[src/rtl/hazard_ctrl_pkg.sv]
// -----------------------------------------------------------------------------
// hazard_ctrl_pkg
// Shared types for the pipeline hazard controller.
//   HazardState : divide wait FSM state (run / waiting on the divider)
//   StallCause  : which hazard event owns the pipeline controls this cycle
//   div_cnt_width() : counter width needed to hold DIV_CYCLES-1
// -----------------------------------------------------------------------------
package hazard_ctrl_pkg;

    typedef enum logic [0:0] {HZ_RUN, HZ_DIV} HazardState;

    typedef enum logic [2:0] {NONE, EXC, DCB, DIV, ICB, LU, BR} StallCause;

    function automatic int unsigned div_cnt_width(input int unsigned cycles);
        return (cycles > 1) ? $clog2(cycles) : 1;
    endfunction

endpackage

[src/rtl/hazard_ctrl_div_wait_fsm.sv]
// -----------------------------------------------------------------------------
// hazard_ctrl_div_wait_fsm
// Tracks a multi-cycle divide sitting in EXE. Launches the divider once per
// divide, counts the wait down, and cancels the divide when an exception hits.
// Ports:
//   clk, rst        clock, synchronous active-low reset
//   EXE_IsDiv       EXE holds a DIV/DIVU
//   DCache_Busy     MEM stall; freezes the wait counter and blocks start/finish
//   abort           exception redirect is taking the pipeline this cycle
//   div_stall       divide still needs EXE held (raw, before priority)
//   Div_Start       one-cycle launch pulse
//   Div_Abort       one-cycle cancel pulse
// -----------------------------------------------------------------------------
module hazard_ctrl_div_wait_fsm
    import hazard_ctrl_pkg::*;
#(
    parameter int unsigned DIV_CYCLES = 32
) (
    input  logic clk,
    input  logic rst,
    input  logic EXE_IsDiv,
    input  logic DCache_Busy,
    input  logic abort,
    output logic div_stall,
    output logic Div_Start,
    output logic Div_Abort
);

    localparam int unsigned CntW = div_cnt_width(DIV_CYCLES);
    localparam logic [CntW-1:0] CntLoad = CntW'(DIV_CYCLES - 1);

    HazardState      r_state;
    HazardState      w_state_nxt;
    logic [CntW-1:0] r_cnt;
    logic [CntW-1:0] w_cnt_nxt;
    logic            w_in_div;

    assign w_in_div  = (r_state == HZ_DIV);
    assign div_stall = (!w_in_div && EXE_IsDiv) || (w_in_div && (r_cnt != '0));

    // A start only happens when the divide event actually owns the pipeline,
    // i.e. neither the exception redirect nor a D-cache stall outranks it.
    assign Div_Start = rst && !w_in_div && EXE_IsDiv && !abort && !DCache_Busy;
    assign Div_Abort = rst && w_in_div && abort;

    always_comb begin
        w_state_nxt = r_state;
        w_cnt_nxt   = r_cnt;
        if (Div_Abort) begin
            w_state_nxt = HZ_RUN;
            w_cnt_nxt   = '0;
        end else if (Div_Start) begin
            w_state_nxt = HZ_DIV;
            w_cnt_nxt   = CntLoad;
        end else if (w_in_div && !DCache_Busy) begin
            // Release only when MEM is free, otherwise the final EXE capture
            // would be swallowed by the D-cache stall.
            if (r_cnt == '0) begin
                w_state_nxt = HZ_RUN;
            end else begin
                w_cnt_nxt = r_cnt - CntW'(1);
            end
        end
    end

    always_ff @(posedge clk) begin
        if (!rst) begin
            r_state <= HZ_RUN;
            r_cnt   <= '0;
        end else begin
            r_state <= w_state_nxt;
            r_cnt   <= w_cnt_nxt;
        end
    end

endmodule

[src/rtl/hazard_ctrl.sv]
// -----------------------------------------------------------------------------
// hazard_ctrl
// Pipeline control for the five-stage pipeline: picks the highest-priority
// hazard each cycle and drives stage write enables and flushes.
// Priority: exception redirect, D-cache busy, divide wait, load-use,
// I-cache busy, taken branch. Load-use outranks an I-cache miss because an
// I-cache bubble lets ID advance, which would carry the dependent
// instruction past its load.
// Ports:
//   clk, rst                          clock, synchronous active-low reset
//   ICache_Busy, DCache_Busy          cache not ready this cycle
//   MEM_ExceptValid                   MEM-stage exception commit
//   EXE_BranchTaken                   taken branch/jump in EXE
//   EXE_IsLoad, EXE_IsDiv, EXE_rt     EXE instruction info
//   ID_rs, ID_rt, ID_UsesRs, ID_UsesRt ID source operands
//   PC_Wr..WB_Wr                      stage register capture enables
//   ID_Flush..WB_Flush                stage register bubble controls
//   Div_Start, Div_Abort              divider launch / cancel pulses
//   Perf_StallCycles, Perf_LoadUseCnt only with HAZARD_PERF_CNT_EN defined
// -----------------------------------------------------------------------------
module hazard_ctrl
    import hazard_ctrl_pkg::*;
#(
    parameter int unsigned DIV_CYCLES = 32
) (
    input  logic       clk,
    input  logic       rst,
    input  logic       ICache_Busy,
    input  logic       DCache_Busy,
    input  logic       MEM_ExceptValid,
    input  logic       EXE_BranchTaken,
    input  logic       EXE_IsLoad,
    input  logic       EXE_IsDiv,
    input  logic [4:0] EXE_rt,
    input  logic [4:0] ID_rs,
    input  logic [4:0] ID_rt,
    input  logic       ID_UsesRs,
    input  logic       ID_UsesRt,
    output logic       PC_Wr,
    output logic       ID_Wr,
    output logic       EXE_Wr,
    output logic       MEM_Wr,
    output logic       WB_Wr,
    output logic       ID_Flush,
    output logic       EXE_Flush,
    output logic       MEM_Flush,
    output logic       WB_Flush,
    output logic       Div_Start,
    output logic       Div_Abort
`ifdef HAZARD_PERF_CNT_EN
    ,
    output logic [31:0] Perf_StallCycles,
    output logic [31:0] Perf_LoadUseCnt
`endif
);

    logic      w_exc;
    logic      w_lu;
    logic      w_div_stall;
    StallCause w_cause;

    assign w_exc = MEM_ExceptValid && !DCache_Busy;
    assign w_lu  = EXE_IsLoad && (EXE_rt != 5'd0) &&
                   ((ID_UsesRs && (ID_rs == EXE_rt)) || (ID_UsesRt && (ID_rt == EXE_rt)));

    hazard_ctrl_div_wait_fsm #(
        .DIV_CYCLES (DIV_CYCLES)
    ) u_div_wait_fsm (
        .clk         (clk),
        .rst         (rst),
        .EXE_IsDiv   (EXE_IsDiv),
        .DCache_Busy (DCache_Busy),
        .abort       (w_exc),
        .div_stall   (w_div_stall),
        .Div_Start   (Div_Start),
        .Div_Abort   (Div_Abort)
    );

    always_comb begin
        w_cause = NONE;
        if (w_exc) begin
            w_cause = EXC;
        end else if (DCache_Busy) begin
            w_cause = DCB;
        end else if (w_div_stall) begin
            w_cause = DIV;
        end else if (w_lu) begin
            w_cause = LU;
        end else if (ICache_Busy) begin
            w_cause = ICB;
        end else if (EXE_BranchTaken) begin
            w_cause = BR;
        end
    end

    // A register that is flushed never also has its write enable raised.
    always_comb begin
        PC_Wr     = 1'b1;
        ID_Wr     = 1'b1;
        EXE_Wr    = 1'b1;
        MEM_Wr    = 1'b1;
        WB_Wr     = 1'b1;
        ID_Flush  = 1'b0;
        EXE_Flush = 1'b0;
        MEM_Flush = 1'b0;
        WB_Flush  = 1'b0;
        case (w_cause)
            EXC: begin
                {ID_Wr, EXE_Wr, MEM_Wr, WB_Wr}             = 4'b0000;
                {ID_Flush, EXE_Flush, MEM_Flush, WB_Flush} = 4'b1111;
            end
            DCB: begin
                {PC_Wr, ID_Wr, EXE_Wr, MEM_Wr, WB_Wr} = 5'b00000;
                WB_Flush                              = 1'b1;
            end
            DIV: begin
                {PC_Wr, ID_Wr, EXE_Wr, MEM_Wr} = 4'b0000;
                MEM_Flush                      = 1'b1;
            end
            LU: begin
                {PC_Wr, ID_Wr, EXE_Wr} = 3'b000;
                EXE_Flush              = 1'b1;
            end
            ICB: begin
                {PC_Wr, ID_Wr} = 2'b00;
                ID_Flush       = 1'b1;
            end
            BR: begin
                ID_Wr    = 1'b0;
                ID_Flush = 1'b1;
            end
            default: ;
        endcase
        if (!rst) begin
            {PC_Wr, ID_Wr, EXE_Wr, MEM_Wr, WB_Wr}      = 5'b00000;
            {ID_Flush, EXE_Flush, MEM_Flush, WB_Flush} = 4'b1111;
        end
    end

`ifdef HAZARD_PERF_CNT_EN
    logic [31:0] r_perf_stall;
    logic [31:0] r_perf_lu;

    always_ff @(posedge clk) begin
        if (!rst) begin
            r_perf_stall <= '0;
            r_perf_lu    <= '0;
        end else begin
            if (!PC_Wr) begin
                r_perf_stall <= r_perf_stall + 32'd1;
            end
            if (w_cause == LU) begin
                r_perf_lu <= r_perf_lu + 32'd1;
            end
        end
    end

    assign Perf_StallCycles = r_perf_stall;
    assign Perf_LoadUseCnt  = r_perf_lu;
`endif

endmodule
[config.mk]
export PLATFORM = sky130hd
export DESIGN_NAME = hazard_ctrl
export DESIGN_NICKNAME = d
export VERILOG_FILES = /design/src/rtl/hazard_ctrl_pkg.sv /design/src/rtl/hazard_ctrl_div_wait_fsm.sv /design/src/rtl/hazard_ctrl.sv
export SDC_FILE = /design/constraint.sdc
export NUM_CORES = 1
export LEC_CHECK = 0
export CAP_MARGIN = 20
export CELL_PAD_IN_SITES_DETAIL_PLACEMENT = 2
export CELL_PAD_IN_SITES_GLOBAL_PLACEMENT = 2
export CORE_MARGIN = 2
export CORE_UTILIZATION = 31
export CTS_CLUSTER_DIAMETER = 30
export DETAILED_ROUTE_END_ITERATION = 7
export DONT_BUFFER_PORTS = 1
export PLACE_DENSITY = 0.8
export SLEW_MARGIN = 20
export SYNTH_ARGS = -nofsm -noshare
export SYNTH_HDL_FRONTEND = slang
export SYNTH_HIERARCHICAL = 1
export SYNTH_SLANG_ARGS = --single-unit
[constraint.sdc]
create_clock -name clk -period 3.1 [get_ports clk]
set_input_delay 0.465 -clock clk [delete_from_list [all_inputs] [get_ports clk]]
set_output_delay 0.465 -clock clk [all_outputs]
set_load 0.02 [all_outputs]
Word-level counts from Yosys, hierarchy flattened. Cells that the tools add are included.

$add $sub $neg: 1. Eq/ne operators: 9. Mux-type cells: 30. Bitwise gates (word level): 1. Reduce and logical (&&, ||, !) cells: 35.

Operator list (number): 1-bit 2-to-1 mux (21); 3-bit 2-to-1 mux (6); 5-bit 2-to-1 mux (3); 1-bit logical AND (14); 5-bit == test (2); 5-bit nonzero test (2); 3-bit == test (second input constant) (3); 2-bit OR reduction (4); 4-bit OR reduction (2); 3-bit by 2-bit == test with 1-bit output (second input constant) (2); 3-bit OR reduction (2); 6-bit OR reduction (1); 5-bit logical NOT (1); 5-bit by 1-bit subtractor with 5-bit output (second input constant) (1); 2-bit AND reduction (2); 2-bit nonzero test (2); 3-bit by 1-bit == test with 1-bit output (second input constant) (1); 1-bit logical NOT (3); 1-bit logical OR (2); 2-bit != test (second input constant) (1); 1-bit inverter (1).

Bits in registers: 6. Input bits: 25. Output and inout port bits: 11. Word-level logic and storage cells: 78.

Longest topological paths before layout.
Depth in word-level cells: 12. Depth in mapped cells: 7. Depth with buffers taken out: 7.

Modules after synthesis. The synthesis kept the hierarchy.

Modules (own cells, without submodules): hazard_ctrl_div_wait_fsm (instances 1, cells each 38, area each 321.6 um2, sequential area each 120.1 um2); hazard_ctrl (instances 1, cells each 38, area each 241.5 um2, sequential area each 0.0 um2).

Worst setup path before layout. No wires, ideal clock.

Kind: input -> output. From: input port MEM_ExceptValid. To: output port EXE_Wr. Arrival: 2319 ps. Data required time: 2635 ps. Setup slack: 316 ps. Stages: 4. Buffers on the path: 0. Cells stage by stage: nor3b_1 > inv_1 > nor2_1 > a21boi_0.

Longest elaborated chain between the ends: 6. Elaborated cells between the ends (all ways): 9. Classes of those cells: eq/ne: 4; mux: 3; reduce/logical: 2.

RTL lines: start: declaration (line hazard_ctrl.sv:30) `input logic MEM_ExceptValid,`; 1-bit logical AND * (line hazard_ctrl.sv:62) `assign w_exc = MEM_ExceptValid && !DCache_Busy;`; 3-bit 2-to-1 mux * (line hazard_ctrl.sv:81) `if (w_exc) begin`; 3-bit by 2-bit == test with 1-bit output (tied with other cells) (line hazard_ctrl.sv:107) `case (w_cause)`; 4-bit OR reduction (no line) *; 1-bit 2-to-1 mux * (line hazard_ctrl.sv:107); 1-bit 2-to-1 mux * (line hazard_ctrl.sv:134) `if (!rst) begin`; end: declaration (line hazard_ctrl.sv:41) `output logic EXE_Wr,`.

Every way passes the cells marked *; elsewhere a longest branch is shown, timed or not.

Worst setup path in the final report.
From: register u_div_wait_fsm.r_cnt[0]. To: output port PC_Wr.

Longest elaborated chain between the ends: 10. Elaborated cells between the ends (all ways): 13. Classes of those cells: eq/ne: 4; mux: 5; reduce/logical: 4.

RTL lines: start: declaration (line hazard_ctrl_div_wait_fsm.sv:34) `logic [CntW-1:0] r_cnt;`; start signal: assignment (line hazard_ctrl_div_wait_fsm.sv:72) `r_cnt <= w_cnt_nxt;`; 5-bit nonzero test * (line hazard_ctrl_div_wait_fsm.sv:39) `assign div_stall = (!w_in_div && EXE_IsDiv) || (w_in_div && (r_cnt != '0));`; 1-bit logical AND * (line hazard_ctrl_div_wait_fsm.sv:39); 1-bit logical OR * (line hazard_ctrl_div_wait_fsm.sv:39); net w_div_stall (line hazard_ctrl.sv:59) `logic w_div_stall;`; 3-bit 2-to-1 mux * (line hazard_ctrl.sv:85) `end else if (w_div_stall) begin`; 3-bit 2-to-1 mux * (line hazard_ctrl.sv:83) `end else if (DCache_Busy) begin`; 3-bit 2-to-1 mux * (line hazard_ctrl.sv:81); 3-bit by 2-bit == test with 1-bit output / 3-bit == test (equally long branches) (line hazard_ctrl.sv:107); 4-bit OR reduction (no line) *; 1-bit 2-to-1 mux * (line hazard_ctrl.sv:107); 1-bit 2-to-1 mux * (line hazard_ctrl.sv:134); end: declaration (line hazard_ctrl.sv:39) `output logic PC_Wr,`.

The timed path passes the listed nets; every way through them passes the cells marked *.

==> flow_summary_export.csv <==
group,metric,value,unit
floorplanning,start_util,0.330,
worst_setup_path,cp.required,2630,ps
finish,antennaDiodeCount,0,
clocking,path_clk_slew,50,ps
min_path,hold_path.class,"input pin to flip-flop",
route,top_layer_used,"met3",
yosys,async_reset_ff_frac,0,
floorplanning,die_y,46.6,µm
floorplanning,die_w,46.6,µm
finish,multi_input_area,425,µm²
worst_setup_path,ff2ff_setup_slack,1590,ps
power_and_ir_drop,power_frac_clock,0.318,
clocking,insertion_delay,240,ps
power_and_ir_drop,powerDensity,344,nW/µm²
clocking,cts.repair.resized,0,
route,routed-wl-met3,90,µm
floorplanning,num_rows,15,
yosys,synth_cell_types,29,
clocking,clock_path_buffers,2,
worst_setup_path,slowest_delay,410,ps
yosys,synth_area_per_cell,7.41,µm²
clocking,htreeDepth,1,
clocking,cts_root_buffer,"clkbuf_4",
yosys,synth_edf_count,0,
timing,fin_crit_sh,0.826,
global_route,first_global_vias,616,
worst_setup_path,slowest_stage,"a31oi_1",
route,dr_wl_met2,893,µm
global_route,grt_overflow_total,0,
timing,skew,0.795,ps
yosys,synthSimpleGateAreaFrac,0.298,
yosys,yosysWarnings,6,
timing,setup_viol,0,
power_and_ir_drop,vdd_drop_max,123,µV
route,routed_wl,1670,µm
timing,rsz0062_at_grt,"no",
floorplanning,coreArea,1710,µm²
route,wl_per_cell,15.6,µm
yosys,syn_nets,102,
route,drt_iter0_drc,7,
placement,routabilityCongestion,0.687,
worst_setup_path,cp-start-kind,"flip-flop",
yosys,synth_fa_ha_area_frac,0.0222,
yosys,synthFlopType,"dfxtp_1",
global_route,grt_max_degree,10,
finish,layout_commonest_cell,"xnor2_1",
placement,dp_slack,579,ps
finish,layout.nets,110,
clocking,post_cts_buffers,0,
timing,finalWorstSetupSlack,539,ps
yosys,synthXorXnorAreaFrac,0.156,
power_and_ir_drop,pwr-share-comb,0.293,
finish,nFillCells,206,
clocking,holdBufCountCts,0,
global_route,antenna_found_initial,0,
yosys,synth_top_family_by_area,"simple AND/OR/NAND/NOR gates",
yosys,synth_compound_gate_area_share,0.264,
worst_setup_path,path_class,"flip-flop to output port",
clocking,numCtsBuffers,3,
run,drv_cap,0,
yosys,synthCells,76,
global_route,grt_pass1_wl,2830,µm
worst_setup_path,endpoint_kind,"output port",
timing,drv_slew,0,
yosys,yosys-mux-area-fraction,0,
power_and_ir_drop,netSwitchingPower,0.0000688,W
finish,register_area,120,µm²
timing,finalSetupTns,0,ps
yosys,mappedNetlistArea,563,µm²
clocking,cts_tree,"done",
power_and_ir_drop,power_frac_seq,0.389,
power_and_ir_drop,p_leak,0.242,nW
run_status,status,"completed",
route,met1Wirelength,682,µm
finish,area_growth_syn_to_layout,15.1,%
finish,final_util,0.379,
timing,final_hold_viol_count,0,
worst_setup_path,worstPathArrival,2100,ps
yosys,yosysSeqAreaShare,0.213,
timing,hold_slack,476,ps
route,vias,605,
timing,worst_pin_slew,626,ps
timing,relSlewSlack,0.578,
timing,timing.final.crit_period,2560,ps
clocking,numClockSinks,6,
worst_setup_path,cp_cell_sequence,"inv_1 -> ha_1 -> nor4b_4 -> a21oi_1 -> nor3_1 -> o21ai_0 -> a31oi_1",
route,antenna_left,0,
power_and_ir_drop,p_int,0.000154,W
global_route,track_usage,0.183,
floorplanning,ioPinCount,36,
placement,hpwlAfterDp,1380,µm
finish,final_cell_mix,"10 x xnor2_1, 7 x inv_1, 6 x nor2_1, 6 x nand2_1, 6 x dfxtp_1",
route,drc,0,
timing,fmax,390,MHz
floorplanning,die_area,2170,µm²
power_and_ir_drop,switching_share,0.308,
placement,portBuffers,0,
yosys,synth-seq-cells,6,
worst_setup_path,path_max_fanout,9,
route,first_pass_iters,4,
finish,layout-drive-gt1-share,0.110,
route,viasPerCell,5.65,
worst max-delay path: cells and delay by family (launching register included):
| family | cells | cell delay, ps |
|---|---|---|
| AND/OR/NAND/NOR | 2 | 600 |
| adder cells (fa/ha/maj) | 1 | 160 |
| AO/OA/AOI/OAI | 3 | 720 |
| flip-flops | 1 | 320 |
| buffers and inverters | 1 | 60 |
cells by family after synthesis:
family                     count (synthesis)
and+or+nand+nor                           29
AOI/OAI and AO/OA                         23
xor gates and xnor gates                  10
buffers and inverters                      7
DFF                                        6
adders and majority gates                  1
synthesized netlist by cell type, types with 2 or more instances:
cell / instances / area [µm²]
nor3b_1: 2 / 15.0
inv_1: 7 / 26.3
nand4_1: 2 / 12.5
nor2_1: 6 / 22.5
or3_1: 2 / 12.5
or4_1: 3 / 22.5
dfxtp_1: 6 / 120
a21oi_1: 4 / 20.0
a31oi_1: 5 / 31.3
nand2_1: 6 / 22.5
nand2b_1: 2 / 12.5
xnor2_1: 10 / 87.6
o21ai_0: 5 / 25.0
metrics by stage:
stage	power, W	std cells	area [µm²]
finish	0.000223	107	648
global route	0.000243	107	648
CTS	0.000225	107	639
detailed placement	0.000151	104	617
global placement	0.000148	104	617
floorplan	0.000138	76	563
path summary, 6_finish.rpt:
| kind | end | start | depth (start not counted) |
|---|---|---|---|
| worst max-delay path | PC_Wr | u_div_wait_fsm/r_cnt[0] | 7 |
| worst max register to register | u_div_wait_fsm/r_cnt[3] | u_div_wait_fsm/r_cnt[0] | 5 |
| worst min register to register | u_div_wait_fsm/r_cnt[4] | u_div_wait_fsm/r_cnt[4] | 2 |
| worst min-delay path | u_div_wait_fsm/r_state | DCache_Busy | 3 |
metal layers:
layer	vias up	track usage
met5	-	0
met4	0	0.0667
met3	0	0.0392
met2	19	0.319
met1	291	0.218
li1	295	-
layout make-up:
cell class | count | share of cell area
multi-input combinational | 63 | 0.656
sequential | 6 | 0.185
tap | 25 | 0.0483
inverter | 7 | 0.0405
clock buffer | 3 | 0.0347
timing repair buffer | 3 | 0.0347
flip-flops by register name (all words and copies together), names as in the netlist:
name / flops
u_div_wait_fsm/r_cnt: 5
u_div_wait_fsm/r_state: 1
power by group through the flow:
stage / logic (W) / clock network (W) / registers (W)
finish: 0.0000654 / 0.0000710 / 0.0000867
global route: 0.0000734 / 0.0000828 / 0.0000871
CTS: 0.0000640 / 0.0000754 / 0.0000860
detailed placement: 0.0000632 / 0 / 0.0000875
global placement: 0.0000606 / 0 / 0.0000872
floorplan: 0.0000516 / 0 / 0.0000861
Note: power is estimated with default switching activity, not from simulation.
